## config.mk

```make
export PLATFORM = sky130hd
export DESIGN_NAME = nrdiv8_flat
export DESIGN_NICKNAME = d
export VERILOG_FILES = /design/src/rtl/nrdiv8_pkg.sv /design/src/rtl/nrdiv8_if.sv /design/src/rtl/nrdiv8_cu.sv /design/src/rtl/nrdiv8.sv /design/src/flat_wrapper.sv
export SDC_FILE = /design/constraint.sdc
export NUM_CORES = 1
export LEC_CHECK = 0
export CAP_MARGIN = 25
export CORE_MARGIN = 10
export CORE_UTILIZATION = 30
export DETAILED_ROUTE_END_ITERATION = 7
export SLEW_MARGIN = 40
export SYNTH_ARGS = -nofsm -noshare
export SYNTH_HDL_FRONTEND = slang
export SYNTH_HIERARCHICAL = 1
export SYNTH_SLANG_ARGS = --single-unit
```

## constraint.sdc

```tcl
create_clock -name clk -period 2.7 [get_ports clk]
set_input_delay 0.54 -clock clk [delete_from_list [all_inputs] [get_ports clk]]
set_output_delay 0.54 -clock clk [all_outputs]
set_load 0.02 [all_outputs]
```

## src/rtl/nrdiv8_pkg.sv

```systemverilog
// nrdiv8_pkg: shared widths, FSM state encoding and control-strobe bundle for
// the nrdiv8 unsigned non-restoring divider (16-bit / 8-bit -> 8q, 8r).
// Optional feature macro used by the design: NRDIV8_OVF_CHECK_EN.
package nrdiv8_pkg;

  localparam int unsigned W_OP    = 8;
  localparam int unsigned W_ACC   = 9;
  localparam int unsigned N_STEPS = 8;
  localparam int unsigned W_CNT   = $clog2(N_STEPS);

  typedef enum logic [2:0] {
    IDLE,
    LD_Q,
    LD_M,
    CHK,
    STEP,
    CORR,
    OUT_R,
    OUT_Q
  } state_e;

  // One-hot register enables / phase strobes from the control unit.
  typedef struct packed {
    logic ld_a;
    logic ld_q;
    logic ld_m;
    logic chk;
    logic step;
    logic corr;
    logic out_r;
    logic out_q;
  } strobe_t;

endpackage

```

## src/rtl/nrdiv8_if.sv

```systemverilog
// nrdiv8_if: byte-serial operand/result bus of the divider.
//   bgn    : start request (master -> slave)
//   inbus  : operand bytes: dividend high, dividend low, divisor
//   done   : result framing, high for the two result cycles
//   err    : overflow / divide-by-zero flag during result cycles
//   outbus : remainder then quotient, 8'h00 otherwise
interface nrdiv8_if;
  logic                         bgn;
  logic [nrdiv8_pkg::W_OP-1:0]  inbus;
  logic                         done;
  logic                         err;
  logic [nrdiv8_pkg::W_OP-1:0]  outbus;

  modport master (output bgn, inbus, input done, err, outbus);
  modport slave  (input bgn, inbus, output done, err, outbus);
endinterface

```

## src/rtl/nrdiv8_cu.sv

```systemverilog
// nrdiv8_cu: divider control unit (FSM + step counter).
//   clk, rst_b : clock, synchronous active-high reset
//   bgn_i      : start request, honoured only in IDLE
//   ovf_i      : overflow verdict from the datapath, used in CHK
//   a_sign_i   : accumulator sign bit A[8] before this cycle's update
//   stb_o      : one-hot phase strobes / register enables
//   sub_o      : 1 = subtract divisor, 0 = add divisor
module nrdiv8_cu
  import nrdiv8_pkg::*;
(
  input  logic    clk,
  input  logic    rst_b,
  input  logic    bgn_i,
  input  logic    ovf_i,
  input  logic    a_sign_i,
  output strobe_t stb_o,
  output logic    sub_o
);

  state_e             state_q, state_d;
  logic [W_CNT-1:0]   cnt_q, cnt_d;

  always_ff @(posedge clk) begin
    if (rst_b) begin
      state_q <= IDLE;
      cnt_q   <= '0;
    end else begin
      state_q <= state_d;
      cnt_q   <= cnt_d;
    end
  end

  always_comb begin
    state_d = state_q;
    cnt_d   = cnt_q;
    stb_o   = '0;
    sub_o   = 1'b0;
    unique case (state_q)
      IDLE: begin
        if (bgn_i) begin
          stb_o.ld_a = 1'b1;
          state_d    = LD_Q;
        end
      end
      LD_Q: begin
        stb_o.ld_q = 1'b1;
        state_d    = LD_M;
      end
      LD_M: begin
        stb_o.ld_m = 1'b1;
        cnt_d      = '0;
        state_d    = CHK;
      end
      CHK: begin
        stb_o.chk = 1'b1;
        state_d   = ovf_i ? OUT_R : STEP;
      end
      STEP: begin
        stb_o.step = 1'b1;
        // Non-restoring: subtract while the partial remainder is non-negative.
        sub_o      = ~a_sign_i;
        cnt_d      = cnt_q + 1'b1;
        if (cnt_q == W_CNT'(N_STEPS - 1)) state_d = CORR;
      end
      CORR: begin
        stb_o.corr = 1'b1;
        state_d    = OUT_R;
      end
      OUT_R: begin
        stb_o.out_r = 1'b1;
        state_d     = OUT_Q;
      end
      OUT_Q: begin
        stb_o.out_q = 1'b1;
        state_d     = IDLE;
      end
      default: state_d = IDLE;
    endcase
  end

endmodule

```

## src/rtl/nrdiv8.sv

```systemverilog
// nrdiv8: unsigned non-restoring sequential divider, 16-bit dividend by
// 8-bit divisor -> 8-bit quotient and 8-bit remainder, byte-serial I/O.
//   clk   : rising-edge clock
//   rst_b : synchronous reset, active HIGH despite the name
//   bus   : nrdiv8_if slave (bgn, inbus in; done, err, outbus out)
// Build option: define NRDIV8_OVF_CHECK_EN to enable the overflow /
// divide-by-zero check in CHK and the err output; otherwise err is 0 and
// overflowing inputs simply run through the algorithm.
module nrdiv8
  import nrdiv8_pkg::*;
(
  input  logic     clk,
  input  logic     rst_b,
  nrdiv8_if.slave  bus
);

  logic [W_ACC-1:0] a_q, a_d;
  logic [W_OP-1:0]  q_q, q_d;
  logic [W_OP-1:0]  m_q, m_d;
  logic             ovf_q, ovf_d;
  logic             ovf_chk;
  strobe_t          stb;
  logic             sub;

  nrdiv8_cu u_cu (
    .clk      (clk),
    .rst_b    (rst_b),
    .bgn_i    (bus.bgn),
    .ovf_i    (ovf_chk),
    .a_sign_i (a_q[W_ACC-1]),
    .stb_o    (stb),
    .sub_o    (sub)
  );

`ifdef NRDIV8_OVF_CHECK_EN
  // Dividend high byte >= divisor means the quotient needs more than 8 bits.
  always_comb ovf_chk = (m_q == '0) || (a_q[W_OP-1:0] >= m_q);
`else
  always_comb ovf_chk = 1'b0;
`endif

  always_ff @(posedge clk) begin
    if (rst_b) begin
      a_q   <= '0;
      q_q   <= '0;
      m_q   <= '0;
      ovf_q <= 1'b0;
    end else begin
      a_q   <= a_d;
      q_q   <= q_d;
      m_q   <= m_d;
      ovf_q <= ovf_d;
    end
  end

  always_comb begin
    logic [W_ACC-1:0] sh;
    logic [W_ACC-1:0] a_new;
    a_d   = a_q;
    q_d   = q_q;
    m_d   = m_q;
    ovf_d = ovf_q;
    sh    = {a_q[W_OP-1:0], q_q[W_OP-1]};
    a_new = sub ? (sh - {1'b0, m_q}) : (sh + {1'b0, m_q});
    if (stb.ld_a) a_d   = {1'b0, bus.inbus};
    if (stb.ld_q) q_d   = bus.inbus;
    if (stb.ld_m) m_d   = bus.inbus;
    if (stb.chk)  ovf_d = ovf_chk;
    if (stb.step) begin
      a_d = a_new;
      q_d = {q_q[W_OP-2:0], ~a_new[W_ACC-1]};
    end
    // Final restore of a negative partial remainder.
    if (stb.corr && a_q[W_ACC-1]) a_d = a_q + {1'b0, m_q};
  end

  always_comb begin
    bus.done   = stb.out_r | stb.out_q;
`ifdef NRDIV8_OVF_CHECK_EN
    bus.err    = (stb.out_r | stb.out_q) & ovf_q;
`else
    bus.err    = 1'b0;
`endif
    bus.outbus = '0;
    if (stb.out_r) bus.outbus = ovf_q ? '0 : a_q[W_OP-1:0];
    if (stb.out_q) bus.outbus = ovf_q ? '1 : q_q;
  end

endmodule

```

## src/flat_wrapper.sv

```systemverilog
// flat-port wrapper written by rule: the top's interface ports become plain ports
module nrdiv8_flat import nrdiv8_pkg::*;
  (clk, rst_b, bus_bgn, bus_inbus, bus_done, bus_err, bus_outbus);
  nrdiv8_if bus_i ();
  input  logic clk;
  input  logic rst_b;
  input wire logic [$bits(bus_i.bgn)-1:0] bus_bgn;
  input wire logic [$bits(bus_i.inbus)-1:0] bus_inbus;
  output wire logic [$bits(bus_i.done)-1:0] bus_done;
  output wire logic [$bits(bus_i.err)-1:0] bus_err;
  output wire logic [$bits(bus_i.outbus)-1:0] bus_outbus;
  assign bus_i.bgn = bus_bgn;
  assign bus_i.inbus = bus_inbus;
  assign bus_done = bus_i.done;
  assign bus_err = bus_i.err;
  assign bus_outbus = bus_i.outbus;
  nrdiv8 u_core (.clk(clk), .rst_b(rst_b), .bus(bus_i));
endmodule
```

* Word-level counts from Yosys, hierarchy flattened
Cells that the tools add are included.
** Operators by class
- Add/subtract/negate cells :: 4
- $mul :: 0
- Divide/modulo/power cells :: 0
- Magnitude comparators :: 0
- Equal/unequal tests :: 10
- Shift operators :: 0
- Multiplexer cells :: 21
- Bitwise operators :: 3
- Reduce and logical (&&, ||, !) cells :: 6
** Operator list (count)
- 9-bit 2-to-1 mux :: 4
- 8-bit 2-to-1 mux :: 4
- 3-bit one-hot mux with 8 select lines :: 1
- 9-bit by 8-bit adder with 9-bit output :: 2
- 3-bit == test (second input constant) :: 5
- 1-bit 2-to-1 mux :: 9
- 9-bit by 8-bit subtractor with 9-bit output :: 1
- 3-bit by 2-bit == test with 1-bit output (second input constant) :: 2
- 3-bit 2-to-1 mux :: 2
- 3-bit one-hot mux with 2 select lines :: 1
- 2-bit inequality test (second input constant) :: 2
- 2-bit nonzero test :: 2
- 3-bit by 1-bit adder with 3-bit output (second input constant) :: 1
- 3-bit by 1-bit == test with 1-bit output (second input constant) :: 1
- 3-bit zero test :: 1
- 3-bit nonzero test :: 1
- 1-bit inverter :: 2
- 2-bit AND reduction :: 1
- 1-bit logical AND :: 1
- 1-bit OR :: 1
** Storage, ports and cells
- Register bits after elaboration :: 31
- Latch bits :: 0
- Memory bits (writable) :: 0
- Memory bits (read-only) :: 0
- Input bits :: 11
- Memories :: 0

* Longest topological paths before layout
Gate-level depths: netlist of run 1.
- Depth in word-level cells :: 5
- Mapped depth :: 12
- Mapped depth without buffers :: 10

* Cells and area by module
Netlist of run 1, hierarchy kept.
** Modules (own cells, without submodules)
- nrdiv8 :: instances 1, cells each 269, area each 2085.8 sq um
- nrdiv8_cu :: instances 1, cells each 44, area each 350.3 sq um

* Worst setup path after synthesis of run 1
OpenSTA, ideal clock, no wires.
- Kind :: reg2reg
- Start point :: register u_core.u_cu.state_q[1]
- End point :: register u_core.a_q[6]
- Arrival time :: 2580 ps
- Required time :: 2581 ps
- Slack :: 2 ps
- Stages on the path, launching flop included :: 11
- Path buffers :: 2
- Clock period less this slack :: 2698 ps
- Cells stage by stage :: dfxtp_1 -> buf_2 -> nor4_1 -> clkbuf_1 -> mux2_2 -> fa_1 -> nor2b_1 -> o2111ai_1 -> a21oi_1 -> and3b_1 -> o221a_1
** Between the ends
- Word-level cells in the longest chain between the ends :: 5
- Elaborated cells on any way between the ends :: 12
** RTL lines
- from (decl) :: RTL line nrdiv8_cu.sv:20 : state_e state_q, state_d;
- from (signal assigned) :: RTL line nrdiv8_cu.sv:28 : state_q <= state_d;
- 3-bit == test :: RTL line nrdiv8_cu.sv:38 : unique case (state_q)
- 1-bit 2-to-1 mux :: RTL line nrdiv8_cu.sv:38
- named net u_core.sub :: RTL line nrdiv8.sv:23 : logic sub;
- 9-bit 2-to-1 mux :: RTL line nrdiv8.sv:64 : a_new = sub ? (sh - {1'b0, m_q}) : (sh + {1'b0, m_q});
- 9-bit 2-to-1 mux :: RTL line nrdiv8.sv:69 : if (stb.step) begin
- 9-bit 2-to-1 mux :: RTL line nrdiv8.sv:74 : if (stb.corr && a_q[W_ACC-1]) a_d = a_q + {1'b0, m_q};
- to (signal assigned) :: RTL line nrdiv8.sv:44 : a_q <= '0;
- to (signal assigned) :: RTL line nrdiv8.sv:49 : a_q <= a_d;
- to (decl) :: RTL line nrdiv8.sv:17 : logic [W_ACC-1:0] a_q, a_d;
The timed path passes the listed nets, and every way through them passes these cells.
A chain may end at the register's enable or synchronous reset.

* Worst setup path in the final report of run 1
- Start point :: register u_core.u_cu.state_q[2]
- End point :: register u_core.a_q[4]
Same word-level chain as after synthesis.

==> results of run 1 <==
==> per-stage QoR <==
step / total power [mW] / hold WS, ns
after floorplan: 0.931 / 0.447
after global placement: 1.08 / 0.465
after detailed placement: 1.09 / 0.472
after CTS: 1.46 / 0.483
after global routing: 1.58 / 0.513
final: 1.48 / 0.483
==> how the worst max path moves through the flow <==
stage,cells past startpoint,to,slack [ns]
after floorplan,10,u_core/a_q[6],0.002
after global placement,10,u_core/q_q[0],0.08
after detailed placement,10,u_core/q_q[0],-0.03
after CTS,10,u_core/q_q[0],-0.02
after global routing,10,u_core/a_q[6],-0.02
final,12,u_core/a_q[4],0.08
==> worst register-to-register path, stage by stage, from the launching register on <==
cell and delay (ns):
dfxtp_1 0.35, inv_2 0.06, nor4_2 0.23, buf_4 0.19, buf_4 0.12, nor2_1 0.04
xnor2_1 0.13, ha_1 0.29, nor2b_4 0.14, o21a_1 0.18, or4b_1 0.47, a41oi_1 0.24
nor3_1 0.07
==> metal layers <==
layer	vias to the layer above	global-route usage	share of wire
met2	48	0.181	0.44
met3	7	0.0261	0.054
met5	-	0	0
li1	1175	-	-
met4	0	0.0400	0.011
met1	1087	0.166	0.49
==> cells in the final DEF, fill, tap and decap left out, drive strengths merged, types with 3 or more instances in the layout <==
cell	n
o211ai	3
dfxtp	31
nor3	10
or4b	3
inv	13
a211oi	6
and2	3
o21a	4
a21oi	28
ha	19
dlymetal6s2s	8
clkdlybuf4s50	11
buf	22
o2111ai	3
or3	3
nor2b	7
mux2i	18
nor4	4
nand2b	3
clkbuf	7
xnor2	14
nor2	44
o21ai	15
nand2	27
a21o	3
==> flip-flops by register name (all words and copies together) (netlist names) <==
name	count
u_core/a_q	9
u_core/m_q	8
u_core/q_q	8
u_core/u_cu/cnt_q	3
u_core/u_cu/state_q	3
==> repair_timing <==
action,CTS,global route
endpoints found under the setup margin,2,12
pin swaps,0,1
resized for setup,0,16
buffers inserted,2,0
==> report_power, final <==
part           switching, mW  total (mW)  internal (mW)
clock                  0.181       0.362          0.181
combinational          0.323       0.590          0.266
sequential            0.0358       0.527          0.491
total                  0.540        1.48          0.939
==> cell type report <==
class,count,share of cell area
clock buffers,7,0.0256
multi-input cells,252,0.580
flip-flops and latches,31,0.208
inverters,13,0.0164
clock inverters,1,0.00168
repair buffers,41,0.126
well taps,102,0.0428
==> out/qor.txt, run 1 <==
Slowest-stage cell, CP: or4b_1
Tcrit/Tclk final: 0.969
Setup_tns: 0 ns
Clock Skew: 0.00520 ns
Max-cap violations: 0
GRT Residual Overflow: 0
Area grow syn2layout: 22.6%
Placed Cells: 437
Worst EP arrival: 2.77 ns
Slew HR: 0.584
VDD IR max: 0.000173 V
Clock slew at reported path FFs: 0.07 ns
CTS tree: yes
Endpoints failing hold: 0
Synthesized cell area: 0.00243 mm²
HP Class: flop to flop
Hold-fix buffers, CTS: 0
DRT antenna net count: 0
Pleak: 1.36 nW
Worst R2R Path Depth: 12
CP Capture Type: flop
Hold depth: 2
Startpoint types: flop
Max stage delay on crit path: 0.47 ns
Cells after Synth: 312
Clock buffer depth: 2
R2R Path End: u_core/a_q[4]
Reg2reg start: u_core/u_cu/state_q[2]
Register area: 621 µm²
PwrDens: 496 mW/mm²
Die Ht: 110 µm
N_diodes: 0
Crit path from: u_core/u_cu/state_q[2]
Worst setup margin: 0.0847 ns
Drt wl/cell: 15.8 µm
Largest net degree at the start of global routing: 38
Run status: completed
Kind of cell adding the most delay to the critical path: simple AND/OR/NAND/NOR gates
F_max: 382 MHz
Worst-skew pair later-pin latency: 0.28 ns
Final Cell Area: 0.00298 mm²
Crit path time final: 2.62 ns
CP Cell Sequence: inv_2 > nor4_2 > buf_4 > buf_4 > nor2_1 > xnor2_1 > ha_1 > nor2b_4 > o21a_1 > or4b_1 > a41oi_1 > nor3_1
Slew @ Worst Pin: 0.623 ns
Hold Crit Start: u_core/u_cu/cnt_q[2]
H-tree Lvls: 2
Port bufs: 19
Initial drt markers: 110
Final core occ: 0.382
All-layer global routing usage: 0.120
DP Area: 0.00283 mm²
Max Slew Vio Count: 0
Row cnt: 32
Clock Tree Root: clkbuf_8
IO Pins: 21
Kind of critical path: flop to flop
Multi-input logic area: 0.00173 mm²
Setup slack, reg-to-reg: 0.08 ns
Fin nets: 376
Setup WS pre-CTS: -0.0301 ns
Number of fill cells: 820
Detailed Routing Iterations Pass 1: 4
Vias: 2,317
Initial antenna violation count: 0
Core outline area: 0.00781 mm²
Starting density of the core: 0.312
Vias in the first global route: 2,228
Most used cell, CP: buf_4
# clock sinks: 31
First-pass GRT wire length: 11.5 mm
Crit-path max FO: 4
Drt total wl: 7.08 mm
Critical Path RT: 2.86 ns
Final GP Congestion: 0.864
Vias/cell: 5.18
Residual DRC: 0
Hold Path Sink: u_core/u_cu/cnt_q[2]
Average footprint of a synthesized cell: 7.80 µm²
Finished Layout Cells: 447
Post-detail-place hpwl: 5.14 mm
Die ar.: 0.0121 mm²
Cts bufs inserted: 5
Layout cells sized above 1: 0.130
Chip Width: 110 µm
Finish-stage setup viols: 0
Critical path buffers and inverters: 3
Synth Warn #: 6
Note: power is estimated with default switching activity, not from simulation.
==> inputs of run 2 (changes only) <==
Settings changed: CORE_UTILIZATION 30 to 35.
==> out/qor.txt, run 2 (synthesis gave the netlist of run 1 again) <==
H-tree Lvls: 2
Final GP Congestion: 0.829
All-layer global routing usage: 0.138
Register area: 622 µm²
IO Pins: 21
Die Ht: 103 µm
F_max: 381 MHz
Grt met3 use: 0.0306
Detailed Routing Iterations Pass 1: 4
CP Cell Sequence: nor4_2 > buf_4 > buf_12 > nor2_1 > xnor2_1 > ha_1 > nor2b_2 > o21a_1 > or4b_1 > a41oi_2 > nor3_1
CTS tree: yes
Leading cell type in the layout, fill and taps excluded: nor2_1
Slew @ Worst Pin: 0.665 ns
Top flop regs: u_core/a_q: 9 flops, u_core/m_q: 8 flops, u_core/q_q: 8 flops
Starting density of the core: 0.360
Drt wl/cell: 16.8 µm
Core outline area: 0.00676 mm²
Residual DRC: 0
Placed Cells: 417
Largest register FFs: 9
Pleak: 1.35 nW
Area grow syn2layout: 23.3%
Most frequent cells in the layout: 44 x nor2_1, 30 x dfxtp_1, 27 x nand2_1, 26 x a21oi_1, 21 x buf_4
N_diodes: 0
Worst-skew pair later-pin latency: 0.28 ns
Int Pwr: 1.00 mW
Chip Width: 103 µm
CP Capture Type: flop
Number of fill cells: 687
Post-detail-place hpwl: 5.29 mm
RSZ-0062 raised after global routing: true
Clock Skew: 0.00707 ns
HP Class: flop to flop
Startpoint types: flop
Slew HR: 0.557
Drt total wl: 7.18 mm
Fin nets: 377
Port bufs: 19
Endpoints failing hold: 0
Multi-input logic area: 0.00173 mm²
Max-cap violations: 0
Grt met1 use: 0.191
Vias/cell: 5.54
Finish-stage setup viols: 0
Finished Layout Cells: 426
Hold WS: 0.488 ns
Cts bufs inserted: 5
# clock sinks: 31
Initial drt markers: 123
Clock slew at reported path FFs: 0.07 ns
Row cnt: 30
Reg power frac: 0.342
VDD IR max: 0.000247 V
Switching part of the total power: 0.352
NetSw: 0.544 mW
Crit-path max FO: 6
Max stage delay on crit path: 0.49 ns
Largest net degree at the start of global routing: 29
Clock buffer depth: 2
Top reg by flops: u_core/a_q
Power share of the clock group: 0.272
Vias in the first global route: 2,253
Critical Path RT: 2.86 ns
Kind of critical path: flop to flop
Initial antenna violation count: 0
Logic pwr share: 0.386
Max Slew Vio Count: 0
Crit path time final: 2.62 ns
Die ar.: 0.0107 mm²
Slowest-stage cell, CP: or4b_1
First-pass GRT wire length: 11.5 mm
Global route hottest layer: met2
Met2 Use GR: 0.215
Total power: 1.54 mW
Kind of cell adding the most delay to the critical path: simple AND/OR/NAND/NOR gates
PwrDens: 515 mW/mm²
Layout cells sized above 1: 0.139
Worst EP arrival: 2.78 ns
Tcrit/Tclk final: 0.972
Run status: completed
Vias: 2,358
DRT antenna net count: 0
Critical path buffers and inverters: 2
GRT Residual Overflow: 0
Clock Tree Root: clkbuf_8
[run 2: changes by cell type in the layout (fill, tap and decap cells not counted), moves of 2 or more]
cell            before  now
dlygate4sd2_1        0    2
buf_12               0    2
dlymetal6s2s_1       8    6
clkbuf_8             5    7
[run 2: final cells by class]
class | instances | share of cell area
sequential | 31 | 0.207
multi-input combinational | 252 | 0.576
timing repair buffer | 42 | 0.134
inverter | 13 | 0.0163
clock buffer | 8 | 0.0334
tap | 80 | 0.0334
[run 2: layer usage]
metal | wire, µm | vias up
met5 | 0 | -
met4 | 30 | 0
met3 | 421 | 5
met2 | 3290 | 55
met1 | 3440 | 1127
li1 | - | 1171
[run 2: worst register-to-register path, delay by kind of cell (launching register included)]
family | cells | cell delay (ns)
AO/OA/AOI/OAI | 2 | 0.39
flip-flops | 1 | 0.33
adder cells (fa/ha/maj) | 1 | 0.28
buffers and inverters | 2 | 0.30
AND/OR/NAND/NOR | 5 | 1.07
XOR/XNOR | 1 | 0.12
[run 2: repair_timing]
| action | CTS | global route |
|---|---|---|
| pin swaps | 0 | 2 |
| endpoints found under the hold margin | 0 | 0 |
| resized for setup | 3 | 13 |
| hold buffers | 0 | 0 |
| endpoints found under the setup margin | 3 | 9 |
| setup buffers | 0 | 1 |
[run 2: path summary, 6_finish.rpt]
kind	startpoint	to	slack, ns	depth (start not counted)
worst max-delay path	u_core/u_cu/state_q[1]	u_core/a_q[4]	0.08	11
worst min-delay path	u_core/u_cu/cnt_q[1]	u_core/u_cu/cnt_q[1]	0.49	2
worst max register to register	u_core/u_cu/state_q[1]	u_core/a_q[4]	0.08	11
worst min register to register	u_core/u_cu/cnt_q[1]	u_core/u_cu/cnt_q[1]	0.49	2
[run 2: power groups by stage]
stage,sequential (mW),combinational [mW],clock [mW]
floorplan,0.528,0.403,0
global placement,0.537,0.559,0
detailed placement,0.537,0.567,0
CTS,0.527,0.576,0.433
global route,0.532,0.664,0.451
finish,0.528,0.597,0.420
[run 2: metrics by stage]
stage               worst slack [ns]  area, µm²   util  TNS [ns]
floorplan                    0.00179       2440      -         0
global placement              0.0583       2830  0.419         0
detailed placement           -0.0522       2830  0.419   -0.0522
CTS                         0.000249       2930  0.434         0
global route                 -0.0551       3000  0.444    -0.121
finish                        0.0753       3000  0.444         0
